## src/rtl/sprite_animator.sv

```systemverilog
`default_nettype none
// ============================================================================
//  Module      : sprite_animator
//  Description : Scan-position to sprite-ROM address mapper with integer
//                scaling, horizontal flip, frame-synchronous position
//                shadowing and a one-shot / looping animation sequencer.
//                Two-stage pipeline: address stage, then palette-index stage.
//  Revision    : 1.0 - initial release
// ============================================================================
module sprite_animator #(
  parameter int SPRITE_W        = 196,
  parameter int SPRITE_H        = 96,
  parameter int NUM_FRAMES      = 3,
  parameter int IDX_W           = 3,
  parameter int SCALE_SHIFT     = 0,
  parameter int FRAME_HOLD      = 4,
  parameter int TRANSPARENT_IDX = 0,
  parameter int ADDR_W          = $clog2(SPRITE_W*SPRITE_H*NUM_FRAMES)
) (
  input  logic              vga_clk,
  input  logic              reset,
  input  logic [9:0]        DrawX,
  input  logic [9:0]        DrawY,
  input  logic              blank,
  input  logic              frame_start,
  input  logic [9:0]        sprite_x,
  input  logic [9:0]        sprite_y,
  input  logic              flip_x,
  input  logic              anim_start,
  input  logic              anim_loop,
  output logic [ADDR_W-1:0] rom_address,
  input  logic [IDX_W-1:0]  rom_q,
  output logic [IDX_W-1:0]  pix_idx,
  output logic              pix_hit,
  output logic              pix_blank,
  output logic              anim_busy,
  output logic              anim_done,
  output logic [((NUM_FRAMES > 1) ? $clog2(NUM_FRAMES) : 1)-1:0] anim_frame
);

  localparam int FRAME_W = (NUM_FRAMES > 1) ? $clog2(NUM_FRAMES) : 1;
  localparam int HOLD_W  = (FRAME_HOLD > 1) ? $clog2(FRAME_HOLD) : 1;

  // On-screen span; 11 bits so pos + span never wraps for any 10-bit pos.
  localparam logic [10:0] SPAN_X = 11'(SPRITE_W << SCALE_SHIFT);
  localparam logic [10:0] SPAN_Y = 11'(SPRITE_H << SCALE_SHIFT);

  localparam logic [FRAME_W-1:0] LAST_FRAME = FRAME_W'(NUM_FRAMES - 1);
  localparam logic [HOLD_W-1:0]  LAST_HOLD  = HOLD_W'(FRAME_HOLD - 1);

  typedef enum logic [0:0] {
    IDLE = 1'b0,
    PLAY = 1'b1
  } state_t;

  state_t             state, state_n;
  logic [FRAME_W-1:0] frame_n;
  logic [HOLD_W-1:0]  hold, hold_n;
  logic               done_n;

  logic [9:0]  pos_x, pos_y;
  logic        flip;
  logic        in_range;
  logic        in_range_d;
  logic        blank_d;
  logic [10:0] end_x, end_y;
  logic [9:0]  dx, dy;
  logic [31:0] lx, ly, addr_calc;

  // Shadow the requested placement once per video frame so motion never tears.
  always_ff @(posedge vga_clk or posedge reset) begin
    if (reset) begin
      pos_x <= '0;
      pos_y <= '0;
      flip  <= 1'b0;
    end else if (frame_start) begin
      pos_x <= sprite_x;
      pos_y <= sprite_y;
      flip  <= flip_x;
    end
  end

  // Hit test and sprite-local coordinate / ROM address computation.
  always_comb begin
    end_x    = {1'b0, pos_x} + SPAN_X;
    end_y    = {1'b0, pos_y} + SPAN_Y;
    in_range = (DrawX >= pos_x) && ({1'b0, DrawX} < end_x) &&
               (DrawY >= pos_y) && ({1'b0, DrawY} < end_y);
    dx = DrawX - pos_x;
    dy = DrawY - pos_y;
    lx = 32'(dx >> SCALE_SHIFT);
    ly = 32'(dy >> SCALE_SHIFT);
    if (flip) begin
      lx = 32'(SPRITE_W - 1) - lx;
    end
    addr_calc = 32'(anim_frame) * 32'(SPRITE_W * SPRITE_H)
              + ly * 32'(SPRITE_W) + lx;
  end

  // Stage 1: register ROM address and the flags that travel with it.
  always_ff @(posedge vga_clk or posedge reset) begin
    if (reset) begin
      rom_address <= '0;
      in_range_d  <= 1'b0;
      blank_d     <= 1'b0;
    end else begin
      rom_address <= in_range ? addr_calc[ADDR_W-1:0] : '0;
      in_range_d  <= in_range;
      blank_d     <= blank;
    end
  end

  // Stage 2: capture ROM data and qualify the hit against transparency.
  always_ff @(posedge vga_clk or posedge reset) begin
    if (reset) begin
      pix_idx   <= '0;
      pix_hit   <= 1'b0;
      pix_blank <= 1'b0;
    end else begin
      pix_idx   <= rom_q;
      pix_hit   <= in_range_d && (rom_q != IDX_W'(TRANSPARENT_IDX));
      pix_blank <= blank_d;
    end
  end

  // Animation state register.
  always_ff @(posedge vga_clk or posedge reset) begin
    if (reset) begin
      state      <= IDLE;
      anim_frame <= '0;
      hold       <= '0;
      anim_done  <= 1'b0;
    end else begin
      state      <= state_n;
      anim_frame <= frame_n;
      hold       <= hold_n;
      anim_done  <= done_n;
    end
  end

  // Animation next-state: restart beats frame advance; loop sampled at wrap.
  always_comb begin
    state_n = state;
    frame_n = anim_frame;
    hold_n  = hold;
    done_n  = 1'b0;
    case (state)
      IDLE: begin
        frame_n = '0;
        hold_n  = '0;
        if (anim_start) begin
          state_n = PLAY;
        end
      end
      PLAY: begin
        if (anim_start) begin
          frame_n = '0;
          hold_n  = '0;
        end else if (frame_start) begin
          if (hold != LAST_HOLD) begin
            hold_n = hold + HOLD_W'(1);
          end else begin
            hold_n = '0;
            if (anim_frame != LAST_FRAME) begin
              frame_n = anim_frame + FRAME_W'(1);
            end else if (anim_loop) begin
              frame_n = '0;
            end else begin
              frame_n = '0;
              state_n = IDLE;
              done_n  = 1'b1;
            end
          end
        end
      end
      default: begin
        state_n = IDLE;
        frame_n = '0;
        hold_n  = '0;
      end
    endcase
  end

  assign anim_busy = (state == PLAY);

endmodule
`default_nettype wire

```

## config.mk

```make
export PLATFORM = sky130hd
export DESIGN_NAME = sprite_animator
export DESIGN_NICKNAME = d
export VERILOG_FILES = /design/src/rtl/sprite_animator.sv
export SDC_FILE = /design/constraint.sdc
export NUM_CORES = 1
export LEC_CHECK = 0
export BUFFER_PORTS_ARGS = -buffer_cell sky130_fd_sc_hd__buf_2
export CAP_MARGIN = 20
export CORE_AREA = 2 2 130 132
export CTS_BUF_LIST = sky130_fd_sc_hd__clkbuf_2
export DETAILED_ROUTE_END_ITERATION = 8
export DIE_AREA = 0 0 132 134
export PLACE_DENSITY = 0.59
export SLEW_MARGIN = 30
export SYNTH_ARGS = -nofsm -noshare
export SYNTH_HDL_FRONTEND = slang
export SYNTH_SLANG_ARGS = --single-unit
export TNS_END_PERCENT = 30
```

## constraint.sdc

```tcl
create_clock -name vga_clk -period 7.4 [get_ports vga_clk]
set_clock_uncertainty 0.2 [all_clocks]
set_input_delay 1.48 -clock vga_clk [delete_from_list [all_inputs] [get_ports vga_clk]]
set_output_delay 1.48 -clock vga_clk [all_outputs]
set_load 0.1 [all_outputs]
```

Yosys cells after proc, flatten, opt, wreduce, memory -nomap -nowiden
Cells that the tools add are included.
Word-level totals
  bits in registers: 50
  input port bits: 50
  output and inout bits: 25
  word-level logic and storage cells: 63
Operators by class
  add/subtract/negate cells: 9
  multipliers: 2
  $lt $le $gt $ge: 4
  equal/unequal tests: 4
  mux-type cells: 24
  bitwise operators: 1
  reductions and logical operators: 6
Operators by type and width (count)
  16-bit adder: 2
  16-bit two-way mux: 2
  10-bit by 11-bit < comparator with 1-bit output: 2
  10-bit >= comparator: 2
  10-bit subtractor: 2
  10-bit by 6-bit multiplier with 14-bit output (second input constant): 1
  2-bit two-way mux: 7
  1-bit two-way mux: 12
  10-bit by 7-bit adder with 11-bit output (second input constant): 1
  10-bit by 8-bit adder with 11-bit output (second input constant): 1
  8-bit by 10-bit subtractor with 11-bit output (first input constant): 1
  2-bit by 8-bit multiplier with 9-bit output (second input constant): 1
  2-bit case mux with 2 select lines: 2
  3-bit != test (second input constant): 2
  2-bit by 1-bit adder with 2-bit output (second input constant): 2
  1-bit logical AND: 4
  2-bit != test (second input constant): 2
  3-bit nonzero test: 1
  1-bit case mux with 2 select lines: 1
  2-bit AND reduction: 1
  1-bit NOT: 1

Longest topological paths before layout
  depth in word-level cells: 6
  depth in mapped cells: 27
  gate-level depth less buffers: 27

Worst setup path after synthesis
No wires, ideal clock.
  path kind: input -> register
  start point: in DrawY[0]
  end point: reg rom_address[15]
  library setup time: 0.119 ns
  arrival time: 6.338 ns
  required time: 7.081 ns
  path slack: 0.742 ns
  cell stages on the path: 21
  path buffers: 0
  cells stage by stage: inv_1 ha_1 inv_1 fa_1 a21oi_1 o2111ai_1 xor2_1 fa_1 ha_1 ha_1 inv_1 fa_1 fa_1 inv_1 ha_1 a2111oi_0 nor3_1 a41o_1 o41a_2 xnor3_1 nor2_1
On the way
  longest elaborated chain between the ends: 5
  elaborated cells between the ends (all ways): 9
  classes of those cells: add/sub: 3; mul: 1; order compare: 2; mux: 1; reduce/logical: 2
Ends and longest elaborated chain
  start, declared: line 23  | input logic [9:0] DrawY,
  10-bit subtractor: line 90  | dy = DrawY - pos_y;
  10-bit by 6-bit multiplier with 14-bit output: line 97  | + ly * 32'(SPRITE_W) + lx;
  16-bit adder (2 in a row): line 97
  16-bit two-way mux (*): line 107  | rom_address <= in_range ? addr_calc[ADDR_W-1:0] : '0;
  end signal, assigned: line 107
  end, declared: line 31  | output logic [ADDR_W-1:0] rom_address,
Mark *: on every way between the ends. The rest lies on a longest branch, timed or not.
A chain may end at the register's enable or synchronous reset.

Worst setup path in the final report
Same ends and word-level chain as after synthesis.

==> run metrics <==
Die Wd=132 µm; Worst Hold End=pix_blank$_DFF_PP0_; gp weighted congestion=0.8265; initial antenna violation count=0; clock net sink count=50; WL/cell=12.06 µm; vias in the first global route=3578; full die area=17690 µm²; Relative slew margins=0.5007; Num CTS Buffers=5; reg2reg setup slack=1.46 ns; top cells by area, synth=dfrtp_1 26%, ha_1 23%, xnor2_1 6.0%; Rows=47; Worst-path clk slew=0.28 ns; Final HPWL DP=8.206 mm; post-route setup slack=0.8393 ns; Max stage delay on crit path=0.49 ns; clk root buf=clkbuf_2; share of layout cells above drive strength 1=0.1672; Yosys top cell area share=0.2615; area leader, netlist=dfrtp_1; fin nets=753; initial drt markers=84; Critical R2R Capture=rom_address[15]$_DFF_PP0_; arrival time at the worst endpoint=6.78 ns; largest net degree at the start of global routing=51; Layout area overhead=13.73%; initial core utilization=0.2937; Post-synth EDFFs=0; pin slew with the least headroom to its limit=0.7489 ns; crit-path cells=buf_2, inv_1, ha_1, inv_1, fa_1, a21oi_1, o2111ai_1, xor2_1, fa_1, ha_1, ha_1, inv_1, fa_1, fa_1, inv_1, ha_1, a2111oi_0, nor3_1, a41o_1, o41a_2, xnor3_1, nor2_1; Max clock buf depth=2; Max Freq=0.1524 GHz; Seq/Total Area, Yosys=0.2615; status=completed; Total Wirelength=9.937 mm; remaining antenna violation count=0; Sum Neg Setup Slack=0 ns; crit-path max FO=5; Inserted Diodes=0; die height=134 µm; Final Setup Violations=0; CTS HTree Levels=2; DR vias=3642; Lkg Pwr=2.811 nW; Synth cell types=57; Synth warnings=0; Residual DRC=0; Post-CTS Setup Inserts=0; Main synth FF type=dfrtp_1; Slew Viols, Final=0; total power=2.726 mW; Fill cells=1730; cts hold-fix bufs=0; Hold Violations, Final=0; reg2reg start=pos_y[0]$_DFFE_PP0P_; Synth Cell Area=4785 µm²; core area=16290 µm²; PwrDens=501.0 nW/µm²; Via density=4.420; fraction of registers with async set/reset=1.000; port bufs=74; final worst-path cycle share=0.8866; Worst Hold Class=reg -> reg; number of cells on the worst reg-to-reg path=20; GRT Residual Overflow=0; GRT Overall Usage=0.1204; placed cell area=5398 µm²; critical path endpoint category=flip-flop; Final min period=6.561 ns; dpl ws=0.2532 ns; worst hold stages=0; synthesis-stage register bit count=50; syn nets=680; WP data required=7.62 ns; Cells after Synth=530; critical path class=in -> reg; Worst path slowest cell=fa_1; CP startpoint kind=input pin; fin area=5441 µm²; I/O pin count=75; worst ir drop on vdd=0.2751 mV; Min-Delay Startpoint=blank_d$_DFF_PP0_; syn avg cell area=9.028 µm²; first-pass GRT wire length=17.17 mm; Max Cap Viol=0; CTS tree=done; unrepaired setup endpoints after global routing=false; drt first pass iters=4; worst skew pair latency=0.52 ns; Post-CTS Resized=0
[metal layers]
metal	part of all wire	track usage	vias to the layer above
met1	0.48	0.1533	1604
met4	0.017	0.03382	0
met5	0	0	-
met2	0.46	0.2069	63
li1	-	-	1962
met3	0.043	0.02494	13
[synth_stat cells (2+ instances only)]
library cell  number
o31a_1             3
o21a_1             5
xor2_1            22
nor3_1            14
a21oi_1           18
nand2_1           37
or3_1              2
a211oi_1           2
or2_2              2
nand3_1           12
nor4_1             2
inv_1             66
clkbuf_1           7
nand2b_1           4
o21ai_0           36
nor2_1            46
nor2b_1            9
o31ai_1            2
a311oi_1           2
mux2i_1            2
dfrtp_1           50
ha_1              89
buf_2              2
a21o_1             7
nand4_1            2
o41ai_1            2
xnor2_1           33
mux2_2             3
fa_1              11
and3_1             4
o2111ai_1          3
o311ai_0           2
a21o_2             4
a2111oi_0          2
[how the worst max path moves through the flow]
stage	start	end	slack, ns
global route	DrawY[0]	rom_address[15]$_DFF_PP0_	0.51
CTS	DrawY[0]	rom_address[15]$_DFF_PP0_	0.84
finish	DrawY[0]	rom_address[15]$_DFF_PP0_	0.84
floorplan	DrawY[0]	rom_address[15]$_DFF_PP0_	0.74
global placement	DrawY[0]	rom_address[15]$_DFF_PP0_	0.32
detailed placement	DrawY[0]	rom_address[15]$_DFF_PP0_	0.25
[stage by stage]
step,hold WS (ns),utilization,cells
after floorplan,0.1312,-,530
after global placement,0.1431,0.3314,816
after detailed placement,0.1426,0.3314,816
after CTS,0.1985,0.3341,824
after global routing,0.2012,0.3341,824
final,0.1941,0.3341,824
[logic make-up after synthesis]
kind of cell               after synthesis  share of synthesized area
xor gates and xnor gates                56                     0.1054
and+or+nand+nor                        140                     0.1347
DFF                                     50                     0.2615
muxes                                    6                    0.01595
adders and majority gates              100                     0.2788
buffers and inverters                   76                    0.06172
AOI/OAI and AO/OA                      102                     0.1420
[power by group]
group | internal (mW) | total, mW | switching, mW
combinational | 1.04 | 2.28 | 1.24
clock | 0.0236 | 0.127 | 0.103
sequential | 0.305 | 0.318 | 0.0136
[registers in the layout (all words and copies together), names as in the netlist]
register     count
blank_d          1
rom_address     16
pix_idx          3
anim_busy        1
pos_y           10
pix_hit          1
hold             2
anim_frame       2
anim_done        1
pix_blank        1
pos_x           10
flip             1
in_range_d       1
[worst max-delay path: cells and delay by family]
family / cells / cell delay, ns
adder cells (fa/ha/maj): 8 / 2.67
AO/OA/AOI/OAI: 5 / 1.40
XOR/XNOR: 2 / 0.71
buffers and inverters: 5 / 0.32
AND/OR/NAND/NOR: 2 / 0.18
[cell type report]
class                   instances  area (µm²)  share of cell area
clock buffers                   5       25.02            0.004599
clock inverters                 3       18.77            0.003449
inverters                      66       247.7             0.04553
multi-input cells             404        3238              0.5951
flip-flops and latches         50        1251              0.2299
well taps                     220       275.3             0.05059
repair buffers                 76       385.4             0.07082
[layout by cell type, fill, tap and decap left out, types with 4 or more instances in the layout]
master,instances
and3_1,4
inv_1,65
a21oi_1,18
dfrtp_1,50
o21ai_0,36
nand3_1,12
xor2_1,22
fa_1,11
a21o_2,4
nor2_1,46
nand2_1,37
xnor2_1,33
clkbuf_2,5
nor2b_1,9
buf_2,74
ha_1,89
nand2b_1,4
nor3_1,14
o21a_1,5
a21o_1,7
No activity file was read; power rests on OpenSTA's default activity.
